==> src/rtl/rf_pkg.sv <==
// Shared constants and address type for the CPU register file, decode and issue.
package rf_pkg;

    localparam int RF_DATA_W = 16;
    localparam int RF_ADDR_W = 4;

    typedef logic [RF_ADDR_W-1:0] rf_addr_t;

endpackage : rf_pkg

==> src/rtl/rf_scoreboard.sv <==
// Pending-write scoreboard: one bit per register, set when a producer issues,
// cleared by the matching write-back. A set on the same edge as a clear wins.
module rf_scoreboard
    import rf_pkg::*;
#(
    parameter int ADDR_W   = RF_ADDR_W,
    parameter int ZERO_REG = 0
) (
    input  logic              clk,
    input  logic              reset,
    input  logic              clr_i,
    input  logic [ADDR_W-1:0] clr_addr_i,
    input  logic              set_i,
    input  logic [ADDR_W-1:0] set_addr_i,
    input  logic [ADDR_W-1:0] raddr_a_i,
    input  logic              byp_a_i,
    input  logic [ADDR_W-1:0] raddr_b_i,
    input  logic              byp_b_i,
    output logic              rbusy_a_o,
    output logic              rbusy_b_o,
    output logic              any_pend_o
);

    localparam int DEPTH = 1 << ADDR_W;

    logic [DEPTH-1:0] pend_q;
    logic [DEPTH-1:0] pend_d;

    // Next pending vector: clear on write-back, then set for a newly issued producer.
    always_comb begin
        pend_d = pend_q;
        if (clr_i) begin
            pend_d[clr_addr_i] = 1'b0;
        end
        if (set_i) begin
            pend_d[set_addr_i] = 1'b1;
        end
        if (ZERO_REG != 0) begin
            pend_d[0] = 1'b0;
        end
    end

    // Pending register; reset clears every bit and overrides set/clear.
    always_ff @(posedge clk) begin
        if (reset) begin
            pend_q <= '0;
        end else begin
            pend_q <= pend_d;
        end
    end

    // A forwarded write satisfies the reader, so the busy flag is masked.
    always_comb begin
        rbusy_a_o  = pend_q[raddr_a_i] & ~byp_a_i;
        rbusy_b_o  = pend_q[raddr_b_i] & ~byp_b_i;
        any_pend_o = |pend_q;
    end

endmodule : rf_scoreboard

==> src/rtl/register_file.sv <==
// Parametrised register file: one synchronous write port, two combinational
// read ports with optional same-cycle forwarding and optional hardwired zero.
module register_file
    import rf_pkg::*;
#(
    parameter int DATA_W   = RF_DATA_W,
    parameter int ADDR_W   = RF_ADDR_W,
    parameter int ZERO_REG = 0,
    parameter int BYPASS   = 1
) (
    input  logic              clk,
    input  logic              reset,
    input  logic              we,
    input  logic [ADDR_W-1:0] waddr,
    input  logic [DATA_W-1:0] wdata,
    input  logic [ADDR_W-1:0] raddr_a,
    output logic [DATA_W-1:0] rdata_a,
    output logic              rbusy_a,
    input  logic [ADDR_W-1:0] raddr_b,
    output logic [DATA_W-1:0] rdata_b,
    output logic              rbusy_b,
    input  logic              pend_set,
    input  logic [ADDR_W-1:0] pend_addr,
    output logic              any_pend
);

    localparam int DEPTH = 1 << ADDR_W;

    logic [DATA_W-1:0] mem_q [DEPTH];
    logic [DATA_W-1:0] mem_d [DEPTH];

    logic wr_en;
    logic zero_a;
    logic zero_b;
    logic byp_a;
    logic byp_b;

    // Decode the zero register, the effective write and the forwarding matches.
    always_comb begin
        zero_a = (ZERO_REG != 0) && (raddr_a == '0);
        zero_b = (ZERO_REG != 0) && (raddr_b == '0);
        wr_en  = we && !((ZERO_REG != 0) && (waddr == '0));
        byp_a  = (BYPASS != 0) && we && !reset && (waddr == raddr_a) && !zero_a;
        byp_b  = (BYPASS != 0) && we && !reset && (waddr == raddr_b) && !zero_b;
    end

    // Next array contents: the single write port updates one word.
    always_comb begin
        mem_d = mem_q;
        if (wr_en) begin
            mem_d[waddr] = wdata;
        end
    end

    // Data array; reset clears every word and drops a coincident write.
    always_ff @(posedge clk) begin
        if (reset) begin
            mem_q <= '{default: '0};
        end else begin
            mem_q <= mem_d;
        end
    end

    // Read muxes: zero register first, then forwarded write data, then the array.
    always_comb begin
        if (zero_a) begin
            rdata_a = '0;
        end else if (byp_a) begin
            rdata_a = wdata;
        end else begin
            rdata_a = mem_q[raddr_a];
        end
        if (zero_b) begin
            rdata_b = '0;
        end else if (byp_b) begin
            rdata_b = wdata;
        end else begin
            rdata_b = mem_q[raddr_b];
        end
    end

    rf_scoreboard #(
        .ADDR_W   (ADDR_W),
        .ZERO_REG (ZERO_REG)
    ) u_scoreboard (
        .clk        (clk),
        .reset      (reset),
        .clr_i      (we),
        .clr_addr_i (waddr),
        .set_i      (pend_set),
        .set_addr_i (pend_addr),
        .raddr_a_i  (raddr_a),
        .byp_a_i    (byp_a),
        .raddr_b_i  (raddr_b),
        .byp_b_i    (byp_b),
        .rbusy_a_o  (rbusy_a),
        .rbusy_b_o  (rbusy_b),
        .any_pend_o (any_pend)
    );

endmodule : register_file

==> config.mk <==
export PLATFORM = sky130hd
export DESIGN_NAME = register_file
export DESIGN_NICKNAME = d
export VERILOG_FILES = /design/src/rtl/rf_pkg.sv /design/src/rtl/rf_scoreboard.sv /design/src/rtl/register_file.sv
export SDC_FILE = /design/constraint.sdc
export NUM_CORES = 1
export LEC_CHECK = 0
export CORE_ASPECT_RATIO = 0.5
export CORE_UTILIZATION = 55
export DETAILED_ROUTE_END_ITERATION = 12
export PLACE_DENSITY_LB_ADDON = 0.08
export SKIP_LAST_GASP = 1
export SYNTH_ARGS = -nofsm -noshare
export SYNTH_HDL_FRONTEND = slang
export SYNTH_SLANG_ARGS = --single-unit
==> constraint.sdc <==
create_clock -name clk -period 2.9 [get_ports clk]
set_input_delay 0.87 -clock clk [delete_from_list [all_inputs] [get_ports clk]]
set_output_delay 0.87 -clock clk [all_outputs]
set_load 0.005 [all_outputs]
== Yosys cells after proc, flatten, opt, wreduce, memory -nomap -nowiden ==
Cells that the tools add are included.

* $lt $le $gt $ge: 10
* Equal/unequal tests: 2
* Mux-type cells: 21
* Bitwise gates (word level): 10
* Reductions and logical operators: 8

{| class="wikitable"
|+ Operators with widths
! cell !! count
|-
| 256-bit bitwise mux || 1
|-
| 16-bit two-way mux || 9
|-
| 16-bit binary-select mux with 4-bit select || 2
|-
| 16-bit demux with 4-bit select || 1
|-
| 4-bit by 5-bit < comparator with 1-bit output, second input constant || 4
|-
| 16-bit bitwise AND || 1
|-
| 16-bit NOT || 1
|-
| 16-bit OR || 1
|-
| 16-bit OR reduction || 1
|-
| 5-bit greater-or-equal comparator, second input constant || 3
|-
| 4-bit NOT with 5-bit output || 3
|-
| 1-bit binary-select mux with 4-bit select || 2
|-
| 1-bit demux with 4-bit select || 2
|-
| 4-bit == test || 2
|-
| 4-bit by 1-bit greater-or-equal comparator with 1-bit output, second input constant || 2
|-
| 1-bit logical AND || 6
|-
| 5-bit by 1-bit < comparator with 1-bit output, second input constant || 1
|-
| 1-bit two-way mux || 4
|-
| 1-bit bitwise AND || 2
|-
| 1-bit NOT || 2
|-
| 1-bit zero test || 1
|}

* Flip-flop bits (word level): 272
* Logic and storage cells: 68

== Logic depth before layout (Yosys ltp) ==
* Depth in word-level cells: 9
* Depth in mapped cells: 7
* Mapped depth without buffers: 4

== By module ==
From an unflattened synthesis, not the netlist that was laid out.

* Cells, all modules: 1,604
* Area total of the unflattened synthesis: 14,564.0 µm²

{| class="wikitable"
|+ Modules (own cells, without submodules)
! module !! times used !! cells an instance !! area each (µm²) !! sequential area each (µm²)
|-
| register_file || 1 || 1,482 || 13,564.3 || 5,124.9
|-
| rf_scoreboard || 1 || 122 || 999.7 || 320.3
|}

== Worst setup path after synthesis ==
No wires, ideal clock.

* Path type: in2out
* From: input raddr_b[3]
* To: output rbusy_b
* Data arrival time: 2.133 ns
* Required time: 2.030 ns
* Slack: -0.103 ns
* Stages on the path: 6
* Buffers on the path: 3
* Path through: buf_6 -> buf_2 -> buf_2 -> mux4_2 -> mux2_2 -> o211a_1

* Word-level cells in the longest chain between the ends: 4
* Elaborated cells on any way between the ends: 6
* Those cells by class: 1 x eq/ne; 2 x mux; 2 x bitwise; 1 x reduce/logical

{| class="wikitable"
|+ Ends and longest elaborated chain
! item !! line !! source
|-
| start, declared || register_file.sv:19 || <nowiki>input logic [ADDR_W-1:0] raddr_b,</nowiki>
|-
| parallel branches: the longest is 3 deep, another holds 1-bit binary-select mux with 4-bit select || n/a ||
|-
| 1-bit bitwise AND (*) || rf_scoreboard.sv:55 || <nowiki>rbusy_b_o = pend_q[raddr_b_i] & ~byp_b_i;</nowiki>
|-
| end, declared || register_file.sv:21 || <nowiki>output logic rbusy_b,</nowiki>
|}

Every way passes the cells marked *. The select of a mux whose other input is x is not followed.

== Final worst setup path ==
* From: input raddr_a[0]
* To: output rdata_a[1]

* Word-level cells in the longest chain between the ends: 5
* Elaborated cells on any way between the ends: 7
* Those cells by class: 1 x eq/ne; 4 x mux; 1 x bitwise; 1 x reduce/logical

{| class="wikitable"
|+ Ends and longest elaborated chain
! item !! line !! source
|-
| start, declared || register_file.sv:16 || <nowiki>input logic [ADDR_W-1:0] raddr_a,</nowiki>
|-
| 4-bit NOT with 5-bit output (not written as such) || register_file.sv:71 || <nowiki>rdata_a = mem_q[raddr_a];</nowiki>
|-
| 16-bit binary-select mux with 4-bit select || register_file.sv:71 ||
|-
| 16-bit two-way mux (not written as such) (2 in series) || register_file.sv:71 ||
|-
| 16-bit two-way mux (*) || register_file.sv:68 || <nowiki>end else if (byp_a) begin</nowiki>
|-
| end, declared || register_file.sv:17 || <nowiki>output logic [DATA_W-1:0] rdata_a,</nowiki>
|}

Mark *: on every way between the ends. The rest lies on a longest branch, timed or not. The select of a mux whose other input is x is not followed.

==> metrics.txt <==
status=finished, violations left; violated checks=design-rule violations, negative setup slack; CTS HTree Levels=1; Area contributors post-synth=dfxtp_1 (37%), nand2_1 (13%), mux4_2 (12%); Slew Limit Fails=0; CP startpoint=raddr_a[0]; DR iter-0 viols=1,602; leading area contributor after synthesis=dfxtp_1; Storage cell area=5450 sq um; CP Launch Type=input port; vias in the first global route=13,413; die area=27,600 sq um; Clock Pin Slew Worst Setup and Hold Paths=0.06 ns; Stages on worst setup path=8; GP Congestion=0.922; share of the synthesized area in the top cell type=36.8%; Post-CTS Hold Fix Bufs=0; first-pass GRT wire length=78,700 um; largest net degree at the start of global routing=107; Reg-to-Reg Start=u_scoreboard.pend_q[4]; Leak Pwr=6.97 nW; DRC=7; routed wire length=51,600 um; worst skew pair latency=0.55 ns; max incr delay on CP=0.47 ns; P&R area growth vs syn=27.6%; ANT nets after route=0; Max VDD drop=0.000378 V; Num CTS Buffers=26; CP max FO=8; sequential share of the synthesized area=36.8%; Net Count, Synth=1,608; Bufs and invs on worst path=4; antenna cells=0; Hold WC Path Type=reg -> reg; Clock Sinks=272; crit path DAT=2.53 ns; Syn Area/Cell=9.41 sq um; Fmax=0.294 GHz; final period utilization=117%; CP Capture Type=primary output; DIE WIDTH=234 um; Cell Chain, Critical Path=buf_12, buf_12, buf_6, mux4_2, mux2i_1, mux2i_1, mux2_4, buf_6; WP data required=2.03 ns; Slew @ Worst Pin=1.19 ns; Post-Syn Instances=1,572; placed cells=2,019; GRT Resource Usage Total=38.0%; core area=26,400 sq um; Pwr per Cell Area=457 nW/um^2; synth unique cells=35; fin nets=1,796; CTS tree=done; buffers added on ports=70; Finished Layout Cells=2,131; vias per cell=6.30; family with the most delay on the worst path=multiplexers; Die Y=118 um; worst reg-to-reg path cell count=2; RR Endpoint=u_scoreboard.pend_q[4]; WL per Instance=24.2 um; hpwl dp=33,600 um; CTS Buffer Depth=3; layout cell share with drive strength beyond 1=30.1%; Final Skew=0 ns; hold slack final=0.470 ns; drt first pass iters=10; Worst R2R Setup Slack=2.13 ns; Rel. slew slack=20.9%; Yosys reg bits=272; max-cap viol count=0; Core Util, Final=71.4%; Initial Util=56.0%; Setup Viol. Count Final=34; Final Critical Period=3.40 ns; count of final hold-check violations=0; via count=13,431; critical path type=in -> out; FILL cells=1,947; synthesized area=14,800 sq um; Row Count=42; yosys warns=0; CTS root buf=clkbuf_16; GRT overflow=0; RSZ-0062 raised after global routing=true; initial antenna violation count=1; multi-input logic area=8680 sq um; IO Count=71; CP endpoint=rdata_a[1]; slack of the critical path=-0.501 ns; CP max-delay cell=mux4_2
## through the flow
step | instance area [sq um] | setup WS, ns | setup TNS (ns) | total power, mW
after floorplan | 14900 | -0.0394 | -1.11 | 4.49
after global placement | 16700 | -0.992 | -30.22 | 4.83
after detailed placement | 16700 | -1.03 | -35.66 | 4.85
after CTS | 18800 | -0.515 | -14.63 | 8.58
after global routing | 18900 | -0.529 | -15.48 | 8.85
final | 18900 | -0.501 | -14.56 | 8.63
## area by class of cell
type,count,share of cell area (%)
clock buffer,41,4.12
clock inverter,6,0.616
sequential,272,28.8
tap,352,2.33
multi-input combinational,1149,46.0
timing repair buffer,311,18.1
## metal layers
metal | wire, um | vias up | track usage, %
li1 | - | 5890 | -
met5 | 72 | - | 1.84
met4 | 1850 | 4 | 14.0
met2 | 23200 | 857 | 58.1
met3 | 6600 | 151 | 10.3
met1 | 19800 | 6529 | 51.5
## worst min-delay path by stage
stage | start | to | slack (ns) | cells past startpoint
2_1_floorplan | mem_q[143] | mem_q[143] | 0.44 | 2
3_3_place_gp | mem_q[8] | mem_q[8] | 0.45 | 2
3_5_place_dp | mem_q[9] | mem_q[9] | 0.46 | 2
4_1_cts | mem_q[68] | mem_q[68] | 0.47 | 2
5_1_grt | mem_q[245] | mem_q[245] | 0.49 | 2
6_report | mem_q[19] | mem_q[19] | 0.47 | 2
## repair_timing
item | CTS | global route
gates cloned | 9 | 0
pin swaps | 6 | 6
setup endpoints to repair | 34 | 35
setup buffers | 61 | 5
gates resized for setup | 277 | 41
## cell usage in the layout (no fill, tap or decap), types with 13 or more instances in the layout
| cell type | count |
|---|---|
| a21oi_1 | 259 |
| a22oi_1 | 13 |
| buf_12 | 42 |
| buf_4 | 150 |
| buf_6 | 68 |
| clkbuf_16 | 26 |
| clkdlybuf4s50_1 | 22 |
| dfxtp_1 | 272 |
| mux2_4 | 34 |
| mux2i_1 | 70 |
| mux2i_2 | 19 |
| mux4_2 | 135 |
| nand2_1 | 528 |
| nor2_1 | 29 |
## cell usage after synthesis
master / instances
mux2i_1: 98
buf_2: 29
nor2_2: 3
xnor2_1: 2
o211a_1: 2
nand3_2: 2
clkbuf_4: 2
mux2_4: 9
nor2b_1: 5
and3_1: 2
nor2_1: 29
nor3b_2: 1
dfxtp_1: 272
nand3_1: 6
nand3b_1: 2
nor3_2: 3
nor3_4: 1
buf_6: 19
nand2_1: 528
nand4_1: 1
xor2_1: 6
buf_1: 1
and3b_1: 4
nand2b_1: 2
mux4_2: 78
buf_4: 10
nor3b_1: 2
mux4_1: 58
nor3_1: 3
or3b_4: 1
nor4_1: 4
clkbuf_1: 90
mux2_2: 25
a22oi_1: 13
a21oi_1: 259
## worst min-delay path: stages, from the launching register on
cell	delay, ns
dfxtp_1	0.32
nand2_1	0.05
a21oi_1	0.05
## registers in the layout, summed over array words and instances (netlist names)
| signal | count |
|---|---|
| mem_q | 256 |
| u_scoreboard.pend_q | 16 |
## cells by family after synthesis
| group | share of synthesized area (%) |
|---|---|
| simple gates | 16.2 |
| compound gates | 9.56 |
| flops | 36.8 |
| mux | 31.6 |
| buf+inv | 5.34 |
| xor+xnor | 0.474 |
## power by group
part | internal, mW | switching [mW]
sequential | 3.78 | 0.0401
combinational | 0.576 | 0.588
clock | 2.10 | 1.53
total | 6.46 | 2.16
No activity file was read; power rests on OpenSTA's default activity.
